<file path="src/rtl/pwm_pkg.sv">
// Shared definitions for the PWM output block: step count, full-duty code,
// default prescaler and the per-pin output mode decode.
package pwm_pkg;

  localparam int         PWM_STEPS       = 256;
  localparam logic [7:0] DUTY_FULL       = 8'hFF;
  localparam int         CLK_DIV_DEFAULT = 13;

  typedef enum logic [1:0] {
    OFF         = 2'd0,
    STATIC_HIGH = 2'd1,
    PWM         = 2'd2
  } out_mode_t;

  // A disabled pin is off whatever its PWM select says.
  function automatic out_mode_t out_mode(input logic en_out, input logic en_pwm);
    if (!en_out) begin
      return OFF;
    end
    if (!en_pwm) begin
      return STATIC_HIGH;
    end
    return PWM;
  endfunction

  // Full-scale duty is a true 100 %; a plain compare would leave step 255 low.
  function automatic logic pwm_level(input logic [7:0] cnt, input logic [7:0] duty);
    return (duty == DUTY_FULL) || (cnt < duty);
  endfunction

endpackage

</file>
<file path="src/rtl/pwm_timebase.sv">
// Prescaler, 8-bit step counter and period-boundary duty shadow shared by all
// PWM pins. period_start is delayed one clk so it lines up with the registered
// pin outputs in the top level.
module pwm_timebase
  import pwm_pkg::*;
#(
  parameter int CLK_DIV = CLK_DIV_DEFAULT
) (
  input  logic       clk,
  input  logic       rst_n,
  input  logic [7:0] pwm_duty_cycle,
  output logic       tick,
  output logic [7:0] pwm_cnt,
  output logic [7:0] duty_q,
  output logic       period_start
);

  if (CLK_DIV < 2 || CLK_DIV > 255) begin : g_bad_div
    $error("pwm_timebase: CLK_DIV must be within 2..255");
  end

  localparam logic [7:0] DIV_LAST = 8'(CLK_DIV - 1);

  logic [7:0] div_cnt;
  logic       boundary;

  assign tick     = (div_cnt == DIV_LAST);
  assign boundary = tick && (pwm_cnt == 8'hFF);

  // Prescaler: counts 0..CLK_DIV-1 and wraps.
  always_ff @(posedge clk or negedge rst_n) begin
    if (!rst_n) begin
      div_cnt <= '0;
    end else if (tick) begin
      div_cnt <= '0;
    end else begin
      div_cnt <= div_cnt + 8'd1;
    end
  end

  // Step counter wraps 255 -> 0 on its own; duty is sampled only at that wrap
  // so the compare never sees a new duty part way through a period.
  always_ff @(posedge clk or negedge rst_n) begin
    if (!rst_n) begin
      pwm_cnt <= '0;
      duty_q  <= '0;
    end else begin
      if (tick) begin
        pwm_cnt <= pwm_cnt + 8'd1;
      end
      if (boundary) begin
        duty_q <= pwm_duty_cycle;
      end
    end
  end

  // Flag the first clk of step 0, registered to match the pin output latency.
  always_ff @(posedge clk or negedge rst_n) begin
    if (!rst_n) begin
      period_start <= 1'b0;
    end else begin
      period_start <= (pwm_cnt == 8'd0) && (div_cnt == 8'd0);
    end
  end

endmodule

</file>
<file path="src/rtl/pwm_peripheral.sv">
// Drives the 16 user pins from the SPI-written enable registers: each pin is
// forced low, forced high, or follows the shared PWM level. Enables act on the
// next clk; only the duty cycle is shadowed.
module pwm_peripheral
  import pwm_pkg::*;
#(
  parameter int CLK_DIV = CLK_DIV_DEFAULT
) (
  input  logic        clk,
  input  logic        rst_n,
  input  logic [7:0]  en_reg_out_7_0,
  input  logic [7:0]  en_reg_out_15_8,
  input  logic [7:0]  en_reg_pwm_7_0,
  input  logic [7:0]  en_reg_pwm_15_8,
  input  logic [7:0]  pwm_duty_cycle,
  output logic [15:0] out,
  output logic        period_start
);

  logic [15:0] en_out;
  logic [15:0] en_pwm;
  logic [15:0] out_d;
  logic [7:0]  pwm_cnt;
  logic [7:0]  duty_q;
  logic        tick;
  logic        pwm_lvl;

  assign en_out = {en_reg_out_15_8, en_reg_out_7_0};
  assign en_pwm = {en_reg_pwm_15_8, en_reg_pwm_7_0};

  pwm_timebase #(
    .CLK_DIV (CLK_DIV)
  ) u_timebase (
    .clk            (clk),
    .rst_n          (rst_n),
    .pwm_duty_cycle (pwm_duty_cycle),
    .tick           (tick),
    .pwm_cnt        (pwm_cnt),
    .duty_q         (duty_q),
    .period_start   (period_start)
  );

  assign pwm_lvl = pwm_level(pwm_cnt, duty_q);

  // Per-pin output select.
  always_comb begin
    out_d = '0;
    for (int i = 0; i < 16; i++) begin
      case (out_mode(en_out[i], en_pwm[i]))
        OFF:         out_d[i] = 1'b0;
        STATIC_HIGH: out_d[i] = 1'b1;
        PWM:         out_d[i] = pwm_lvl;
        default:     out_d[i] = 1'b0;
      endcase
    end
  end

  // Pin register; async reset pulls all pins low without waiting for a clk.
  always_ff @(posedge clk or negedge rst_n) begin
    if (!rst_n) begin
      out <= '0;
    end else begin
      out <= out_d;
    end
  end

  // The step counter may only move on a prescaler tick.
  a_step_only_on_tick: assert property (
    @(posedge clk) disable iff (!rst_n) !tick |=> $stable(pwm_cnt)
  );

endmodule

</file>
<file path="config.mk">
export PLATFORM = sky130hd
export DESIGN_NAME = pwm_peripheral
export DESIGN_NICKNAME = d
export VERILOG_FILES = /design/src/rtl/pwm_pkg.sv /design/src/rtl/pwm_timebase.sv /design/src/rtl/pwm_peripheral.sv
export SDC_FILE = /design/constraint.sdc
export NUM_CORES = 1
export LEC_CHECK = 0
export ABC_CLOCK_PERIOD_IN_PS = 2100
export CAP_MARGIN = 30
export CORE_MARGIN = 2
export CORE_UTILIZATION = 47
export CTS_BUF_LIST = sky130_fd_sc_hd__clkbuf_4 sky130_fd_sc_hd__clkbuf_8
export CTS_CLUSTER_DIAMETER = 40
export DETAILED_ROUTE_END_ITERATION = 7
export GPL_TIMING_DRIVEN = 0
export PLACE_DENSITY = 0.84
export SLEW_MARGIN = 20
export SYNTH_ARGS = -nofsm -noshare
export SYNTH_HDL_FRONTEND = slang
export SYNTH_SLANG_ARGS = --single-unit
export TNS_END_PERCENT = 30
</file>
<file path="constraint.sdc">
create_clock -name clk -period 2.1 [get_ports clk]
set_clock_uncertainty 0.1 [all_clocks]
set_input_delay 0.315 -clock clk [delete_from_list [all_inputs] [get_ports clk]]
set_output_delay 0.315 -clock clk [all_outputs]
set_load 0.005 [all_outputs]
</file>
==> metrics.txt, run 1 <==
status=completed; GR Overflow Total=0; die width=66.62 µm; via count of the routed design=1,382; yosys warns=0; largest net degree at the start of global routing=29; clk buf depth=2; CP required=2.16 ns; worst skew pair latency=0.29 ns; Crit. End Element=flop; H-tree depth=2; CTS sink cnt=41; Worst Slack Setup Final=0.09325 ns; final hold vios=0; Tot GR Track Use=20.56%; Worst EP arrival=2.07 ns; fin. max-slew vios=0; design area=0.002639 mm²; dpl cells=254; critical path class=flop to flop; register area share after synthesis=55.67%; DP HPWL=2944 µm; maximum clock frequency=498.3 MHz; drt total wl=3922 µm; commonest non-fill, non-tap cells in the layout=clkdlybuf4s50_1, dfrtp_1, a21boi_0; max cap viols=0; DIE HEIGHT=66.62 µm; drt drc=0; core box area=0.003716 mm²; layout cells sized above 1=13.82%; post-synth cell types=29; cells on worst reg2reg path=6; critical path peak fanout=5; Critical R2R Capture=out[10]; total CTS buffers=5; gpl congestion=0.7649; Fillers=247; setup violators final=0; Reg2Reg Setup Slack=0.09 ns; final cell count without fillers=265; Final Cycle Share=95.56%; post-synthesis cell area=0.001843 mm²; clk root buf=clkbuf_8; ant diodes=0; Pre-antenna DRT Iters=4; Worst-Margin Slew=0.3568 ns; Worst-path clk slew=0.07 ns; Die Area=0.004438 mm²; most common cell after layout, fill and taps aside=clkdlybuf4s50_1; fin util=71.01%; wire per inst=14.80 µm; Avg Inst Size Synth=12.54 µm²; Final Critical Period=2.007 ns; DP Worst Slack=-0.1424 ns; worst hold path type=primary input to asynchronous set/reset pin; Startpoint Class=flop; VDD IR max=0.0004822 V; dpl cell area=0.002499 mm²; Slew headroom=76.22%; Syn Nets=200; Yosys reg bits=41; Pleak=1.199 nW; io pins=59; Gate Count Post-Synth=147; # rows=22; antenna violations before repair=0; Nets=271; Layout area overhead=43.18%; ANT nets after route=0; Crit Reg-Reg Startpoint=u_timebase.pwm_cnt[5]; CTS tree=yes; Via density=5.215; vias in the first global route=1,461; first-pass GRT wire length=6651 µm; port bufs=58; effective utilization at floorplan=49.60%; pwr dens=551.7 mW/mm²; First DRT Iteration DRCs=58
## where the power goes
| group | switching (mW) | leakage [nW] | internal [mW] | total (mW) |
|---|---|---|---|---|
| Sequential | 0.0110 | 0.495 | 0.813 | 0.824 |
| Clock | 0.243 | 0.0399 | 0.218 | 0.461 |
| Combinational | 0.0510 | 0.664 | 0.120 | 0.171 |
## state kept, by name, indices dropped and copies added, names as in the netlist
| signal | count |
|---|---|
| u_timebase.pwm_cnt | 8 |
| u_timebase.period_start | 1 |
| u_timebase.div_cnt | 8 |
| u_timebase.duty_q | 8 |
| out | 16 |
## worst max-delay path, cell delays in order (launching register included)
cell      delay (ns)
dfrtp_1         0.43
ha_1            0.32
and4_1          0.21
o21ai_0         0.11
o32ai_2         0.40
buf_2           0.22
a21boi_0        0.10
## how the worst max path moves through the flow
stage                                       to  slack (ns)  cells past startpoint                   from
final                                  out[10]        0.09                      6  u_timebase.pwm_cnt[5]
after global routing                    out[6]       -0.01                      6  u_timebase.pwm_cnt[5]
after CTS                              out[10]        0.03                      6  u_timebase.pwm_cnt[6]
after detailed placement               out[10]       -0.14                      6  u_timebase.pwm_cnt[6]
after global placement    u_timebase.duty_q[5]       -0.28                      1                  rst_n
after floorplan                         out[0]        0.21                      6  u_timebase.pwm_cnt[6]
## what timing repair did
item                       in CTS  in global routing
buffers inserted                1                  2
hold endpoints to repair       13                  0
pin swaps                       1                  1
setup endpoints to repair      10                 13
gates resized for setup         0                  7
cloned                          0                  1
hold buffers                    1                  0
## per-stage QoR
stage / hold slack (ns) / total power, mW / TNS [ns]
6_report: 0.3567 / 1.456 / 0
5_1_grt: 0.3597 / 1.533 / -0.03805
4_1_cts: 0.3570 / 1.464 / 0
3_5_place_dp: 0.1259 / 1.005 / -1.238
3_3_place_gp: 0.4007 / 0.9939 / -11.76
2_1_floorplan: -0.08059 / 0.8680 / 0
## cell usage after synthesis, drive strengths merged
| master | number | area (µm²) |
|---|---|---|
| inv | 12 | 45.04 |
| nor4 | 3 | 33.78 |
| o22ai | 1 | 6.260 |
| and4 | 1 | 8.760 |
| o32ai | 1 | 16.27 |
| buf | 1 | 7.510 |
| xor2 | 1 | 8.760 |
| clkbuf | 1 | 5.000 |
| nor3 | 1 | 5.000 |
| a2111oi | 1 | 15.01 |
| dfrtp | 41 | 1026 |
| nand2b | 1 | 6.260 |
| o21a | 1 | 7.510 |
| nand4 | 10 | 77.57 |
| and2 | 2 | 12.51 |
| xnor2 | 10 | 87.58 |
| nand2 | 8 | 30.03 |
| ha | 11 | 137.6 |
| and3 | 4 | 30.03 |
| nor2 | 5 | 18.77 |
| o21ai | 2 | 10.01 |
| mux2 | 8 | 90.09 |
| a21o | 2 | 15.01 |
| a21boi | 17 | 127.6 |
| a41o | 1 | 10.01 |
| a21oi | 1 | 5.000 |
## area by class of cell
cell class              instances  area (µm²)  share of cell area [%]
clock inverters                 1       5.005                  0.1897
flip-flops and latches         41        1027                   38.93
well taps                      48       60.06                   2.276
multi-input cells              92       784.5                   29.73
repair buffers                 64       633.1                   23.99
plain buffers                   2       15.01                  0.5690
inverters                      12       45.04                   1.707
clock buffers                   5       68.82                   2.608
## metal layers
layer	vias to the layer above	part of all wire [%]	track usage (%)
met4	0	1.2	8.163
met2	59	51	34.25
li1	659	-	-
met3	4	9.9	9.797
met1	660	38	22.51
met5	-	0	0
## cell families (layout without fill, tap and decap cells)
group | count (synthesis) | after routing | share of synthesized area, %
adder cells (fa/ha/maj) | 11 | 11 | 7.468
AO/OA/AOI/OAI | 27 | 27 | 11.54
buffers and inverters | 14 | 84 | 3.123
XOR/XNOR | 11 | 11 | 5.227
flip-flops | 41 | 41 | 55.67
AND/OR/NAND/NOR | 35 | 35 | 12.08
multiplexers | 8 | 8 | 4.888
Note: power is estimated with default switching activity, not from simulation.
==> run 2, diff against run 1 <==
--- a/config.mk
+++ b/config.mk
@@ -12,7 +12,6 @@
 export CTS_BUF_LIST = sky130_fd_sc_hd__clkbuf_4 sky130_fd_sc_hd__clkbuf_8
 export CTS_CLUSTER_DIAMETER = 40
 export DETAILED_ROUTE_END_ITERATION = 7
-export GPL_TIMING_DRIVEN = 0
 export PLACE_DENSITY = 0.84
 export SLEW_MARGIN = 20
 export SYNTH_ARGS = -nofsm -noshare
==> metrics.txt, run 2 (same netlist as run 1, synthesis figures left out) <==
status=completed; min-delay src=u_timebase.div_cnt[0]; number of flip-flops in the largest register=16 (unchanged); fin util=70.03% (-0.98 points); gpl congestion=0.8517 (+11%); Slew headroom=66.72% (-9.5 points); post-cts hold buffer count=1 (unchanged); max cap viols=0 (unchanged); Pleak=1.192 nW (-0.60%); CTS tree=yes; commonest non-fill, non-tap cells in the layout=clkdlybuf4s50_1, dfrtp_1, a21boi_0; Int Pwr=1.271 mW (+10%); antenna violations before repair=0 (unchanged); first-pass GRT wire length=6541 µm (-1.7%); Clk pwr share=37.9% (+6.2 points); layout cells sized above 1=11.21% (-2.6 points); ANT nets after route=0 (unchanged); maximum clock frequency=524.8 MHz (+5.3%); worst hold path type=flop to flop; critical path peak fanout=16 (+11); core box area=0.003716 mm² (unchanged); port bufs=58 (unchanged); CP required=2.16 ns (about the same); vias in the first global route=1,465 (+0.27%); Worst-path clk slew=0.07 ns (about the same); setup violators final=0 (unchanged); total CTS buffers=5 (unchanged); dpl cells=254 (unchanged); Via density=5.172 (-0.83%); drt drc=0 (unchanged); Net Sw Frac=19.81% (-1.1 points); final cell count without fillers=262 (-1.1%); H-tree depth=2 (unchanged); Crit Reg-Reg Startpoint=u_timebase.pwm_cnt[5]; Worst-Margin Slew=0.4993 ns (+0.1425 ns); Comb power frac=10.1% (-1.6 points); drt total wl=3685 µm (-6.0%); Tot Pwr=1.585 mW (+8.9%); DIE HEIGHT=66.62 µm (unchanged); Post CTS Setup Buffer Count=0 (-1); CTS sink cnt=41 (unchanged); Crit. End Element=flop; ant diodes=0 (unchanged); clk buf depth=2 (unchanged); CP startpoint=u_timebase.pwm_cnt[5]; Top reg by flops=out; io pins=59 (unchanged); die width=66.62 µm (unchanged); Worst EP arrival=1.96 ns (-0.11 ns); effective utilization at floorplan=49.60% (unchanged); largest net degree at the start of global routing=42 (+45%); fin. max-slew vios=0 (unchanged); pwr dens=609.1 mW/mm² (+10%); Seq pwr share=52.0% (-4.6 points); Die Area=0.004438 mm² (unchanged); final hold vios=0 (unchanged); wire per inst=14.06 µm (-5.0%); via count of the routed design=1,355 (-2.0%); VDD IR max=0.0004163 V (-14%); DP Worst Slack=0.2028 ns (+0.3453 ns); critical path class=flop to flop; Startpoint Class=flop; design area=0.002603 mm² (-1.4%); Final Critical Period=1.906 ns (-0.1011 ns); setup repair after global routing missed its margin=no; most common cell after layout, fill and taps aside=clkdlybuf4s50_1; worst skew pair latency=0.29 ns (about the same); GR Overflow Total=0 (unchanged); Final Cycle Share=90.75% (-4.8 points); clk root buf=clkbuf_8; dpl cell area=0.002489 mm² (-0.40%); switching pwr=0.3140 mW (+3.0%); Min Hold Slack=0.4160 ns (+0.05927 ns); Tot GR Track Use=19.92% (-0.64 points); Worst Slack Setup Final=0.1943 ns (+0.1011 ns); Nets=267 (-1.5%); First DRT Iteration DRCs=39 (-33%); # rows=22 (unchanged); setup TNS=0 ns (unchanged); Layout area overhead=41.21%; post-cts resize count=0 (unchanged); DP HPWL=2917 µm (-0.91%); Pre-antenna DRT Iters=4 (unchanged)
## run 2: worst max-delay path, stage by stage, from the launching register on
cell      delay (ns)
dfrtp_1         0.43
ha_1            0.32
and4_1          0.21
o21ai_0         0.10
o32ai_2         0.27
buf_4           0.22
a21boi_0        0.12
## run 2: power by group through the flow
stage | clock network (mW) | registers, mW | logic (mW)
after global routing | 0.652 | 0.826 | 0.177
after global placement | 0 | 0.839 | 0.156
after detailed placement | 0 | 0.840 | 0.162
final | 0.601 | 0.824 | 0.160
after floorplan | 0 | 0.839 | 0.0289
after CTS | 0.612 | 0.824 | 0.164
## run 2: layer usage
layer  part of all wire (%)  global-route usage, %  routed length, µm
met4                   0.98                  5.357                 36
met2                     50                  33.63               1835
met1                     38                  22.32               1415
met5                      0                      0                  0
met3                     11                  9.797                397
## run 2: final cells by class
class,instances,area [µm²]
well taps,48,60.06
inverters,12,45.04
multi-input cells,92,759.5
flip-flops and latches,41,1026
repair buffers,62,608.1
clock buffers,5,68.82
fillers,262,1114
clock inverters,2,35.03
## run 2: final timing paths
kind                                               to  slack [ns]  cells after the start
worst max-delay path                           out[1]        0.19                      6
worst min-delay path            u_timebase.div_cnt[0]        0.42                      1
worst max register to register                 out[1]        0.19                      6
worst min register to register  u_timebase.div_cnt[0]        0.42                      1
max in group asynchronous        u_timebase.duty_q[2]        1.03                      3
min in group asynchronous       u_timebase.pwm_cnt[2]        0.53                      3
==> run 3, diff against run 2 <==
--- a/config.mk
+++ b/config.mk
@@ -7,11 +7,13 @@
 export LEC_CHECK = 0
 export ABC_CLOCK_PERIOD_IN_PS = 2100
 export CAP_MARGIN = 30
+export CORE_ASPECT_RATIO = 0.9
 export CORE_MARGIN = 2
 export CORE_UTILIZATION = 47
 export CTS_BUF_LIST = sky130_fd_sc_hd__clkbuf_4 sky130_fd_sc_hd__clkbuf_8
 export CTS_CLUSTER_DIAMETER = 40
 export DETAILED_ROUTE_END_ITERATION = 7
+export MAX_ROUTING_LAYER = met4
 export PLACE_DENSITY = 0.84
 export SLEW_MARGIN = 20
 export SYNTH_ARGS = -nofsm -noshare
==> metrics.txt, run 3 (same netlist as run 1, synthesis figures left out) <==
status=completed; Nets=268 (+0.37%); H-tree depth=2 (unchanged); Top reg by flops=out; cells along the critical path=ha_1 > a41o_1 > a21oi_1 > o32ai_2 > buf_4 > a21boi_0; DP HPWL=2921 µm (+0.12%); Crit. End Element=flop; setup violators final=0 (unchanged); largest net degree at the start of global routing=30 (-29%); clk buf depth=2 (unchanged); Layout area overhead=43.31%; post-cts resize count=0 (unchanged); fin. max-slew vios=0 (unchanged); commonest non-fill, non-tap cells in the layout=clkdlybuf4s50_1, dfrtp_1, a21boi_0; drt total wl=3865 µm (+4.9%); worst skew pair latency=0.29 ns (about the same); final hold vios=0 (unchanged); setup repair after global routing missed its margin=no; core box area=0.003731 mm² (+0.40%); DP Worst Slack=0.2106 ns (+0.007741 ns); Worst-Margin Slew=0.6329 ns (+0.1336 ns); wl on met1=1606 µm (+13%); Final Critical Period=1.951 ns (+0.04525 ns); met3 WL post-DR=249 µm (-37%); Slew headroom=57.81% (-8.9 points); Clk pwr share=43.5% (+5.6 points); ANT nets after route=0 (unchanged); Seq. cell area=0.001026 mm² (unchanged); Via density=5.206 (+0.66%); switching pwr=0.3428 mW (+9.2%); most common cell after layout, fill and taps aside=clkdlybuf4s50_1; wire per inst=14.75 µm (+4.9%); effective utilization at floorplan=49.40% (-0.20 points); Final Cycle Share=92.90% (+2.2 points); clk root buf=clkbuf_8; maximum clock frequency=512.6 MHz (-2.3%); number of flip-flops in the largest register=16 (unchanged); Die Area=0.004439 mm² (about the same); port bufs=58 (unchanged); CP startpoint=u_timebase.pwm_cnt[5]; pwr dens=661.8 mW/mm² (+8.7%); Worst-path clk slew=0.08 ns (about the same); Worst EP arrival=2.05 ns (+0.09 ns); antenna violations before repair=0 (unchanged); gpl congestion=0.8689 (+2.0%); worst hold path type=flop to flop; critical path peak fanout=16 (unchanged); Tot Pwr=1.748 mW (+10%); Worst Slack Setup Final=0.1491 ns (-0.04525 ns); # rows=21 (-4.5%); Post CTS Setup Buffer Count=0 (unchanged); GR Overflow Total=0 (unchanged); CTS tree=yes; Crit Reg-Reg Startpoint=u_timebase.pwm_cnt[5]; max cap viols=0 (unchanged); ant diodes=0 (unchanged); Tot GR Track Use=20.14% (+0.22 points); Pleak=1.212 nW (+1.6%); final cell count without fillers=262 (unchanged); dpl cells=253 (-0.39%); total CTS buffers=5 (unchanged); drt drc=0 (unchanged); Pre-antenna DRT Iters=4 (unchanged); highest routed layer=met4; area of the multi-input gates=759.5 µm² (unchanged); vias in the first global route=1,486 (+1.4%); CTS sink cnt=41 (unchanged); slowest stage delay, CP=0.43 ns (about the same); first-pass GRT wire length=6630 µm (+1.4%); setup TNS=0 ns (unchanged); Seq pwr share=47.1% (-4.9 points); CP required=2.20 ns (+0.04 ns); First DRT Iteration DRCs=99 (+150%); slowest CP cell=dfrtp_1; Startpoint Class=flop; Fillers=246 (-6.1%); met2 routed WL=1965 µm (+7.1%); io pins=59 (unchanged); DIE HEIGHT=63.41 µm (-4.8%); post-cts hold buffer count=1 (unchanged); die width=70.01 µm (+5.1%); Net Sw Frac=19.61% (-0.20 points); Comb power frac=9.4% (-0.7 points); via count of the routed design=1,364 (+0.66%); VDD IR max=0.0003898 V (-6.4%); Int Pwr=1.405 mW (+11%); critical path class=flop to flop; layout cells sized above 1=12.04% (+0.82 points); min-delay src=u_timebase.div_cnt[0]
run 3: path summary, 6_finish.rpt:
kind / endpoint / slack (ns) / cells past startpoint
max: out[11] / 0.15 / 6
min: u_timebase.div_cnt[0] / 0.41 / 1
max reg2reg: out[11] / 0.15 / 6
min reg2reg: u_timebase.div_cnt[0] / 0.41 / 1
max in group asynchronous: u_timebase.duty_q[0] / 0.85 / 3
min in group asynchronous: out[0] / 0.49 / 2
run 3: area by class of cell:
cell class	instances	area share, %
clock buffer	5	2.605
tap	46	2.179
timing repair buffer	63	23.31
clock inverter	3	2.605
inverter	12	1.705
multi-input combinational	92	28.75
sequential	41	38.84
run 3: critical path: cells and delay by family, from the launching register on:
family                   cells  cell delay, ns
AO/OA/AOI/OAI                4            0.79
buffers and inverters        1            0.19
flip-flops                   1            0.43
adder cells (fa/ha/maj)      1            0.34
run 3: metal layers:
metal | global-route usage (%) | vias to the layer above
met4 | 6.490 | 0
met3 | 5.280 | 5
met2 | 32.98 | 49
met1 | 24.55 | 660
li1 | - | 650
met5 | - | -
run 3: through the flow:
stage	hold WS (ns)	instance area, µm²	utilization [%]
final	0.4140	2641	70.79
after CTS	0.4165	2641	70.79
after global routing	0.4552	2641	70.79
after floorplan	-0.08059	1843	-
after global placement	0.2577	2494	66.83
after detailed placement	0.2726	2494	66.83
run 3: power by group through the flow:
stage	sequential [mW]	clock, mW	combinational, mW
after global placement	0.839	0	0.157
after CTS	0.824	0.779	0.167
after detailed placement	0.840	0	0.164
after floorplan	0.839	0	0.0289
final	0.824	0.760	0.164
after global routing	0.826	0.815	0.181
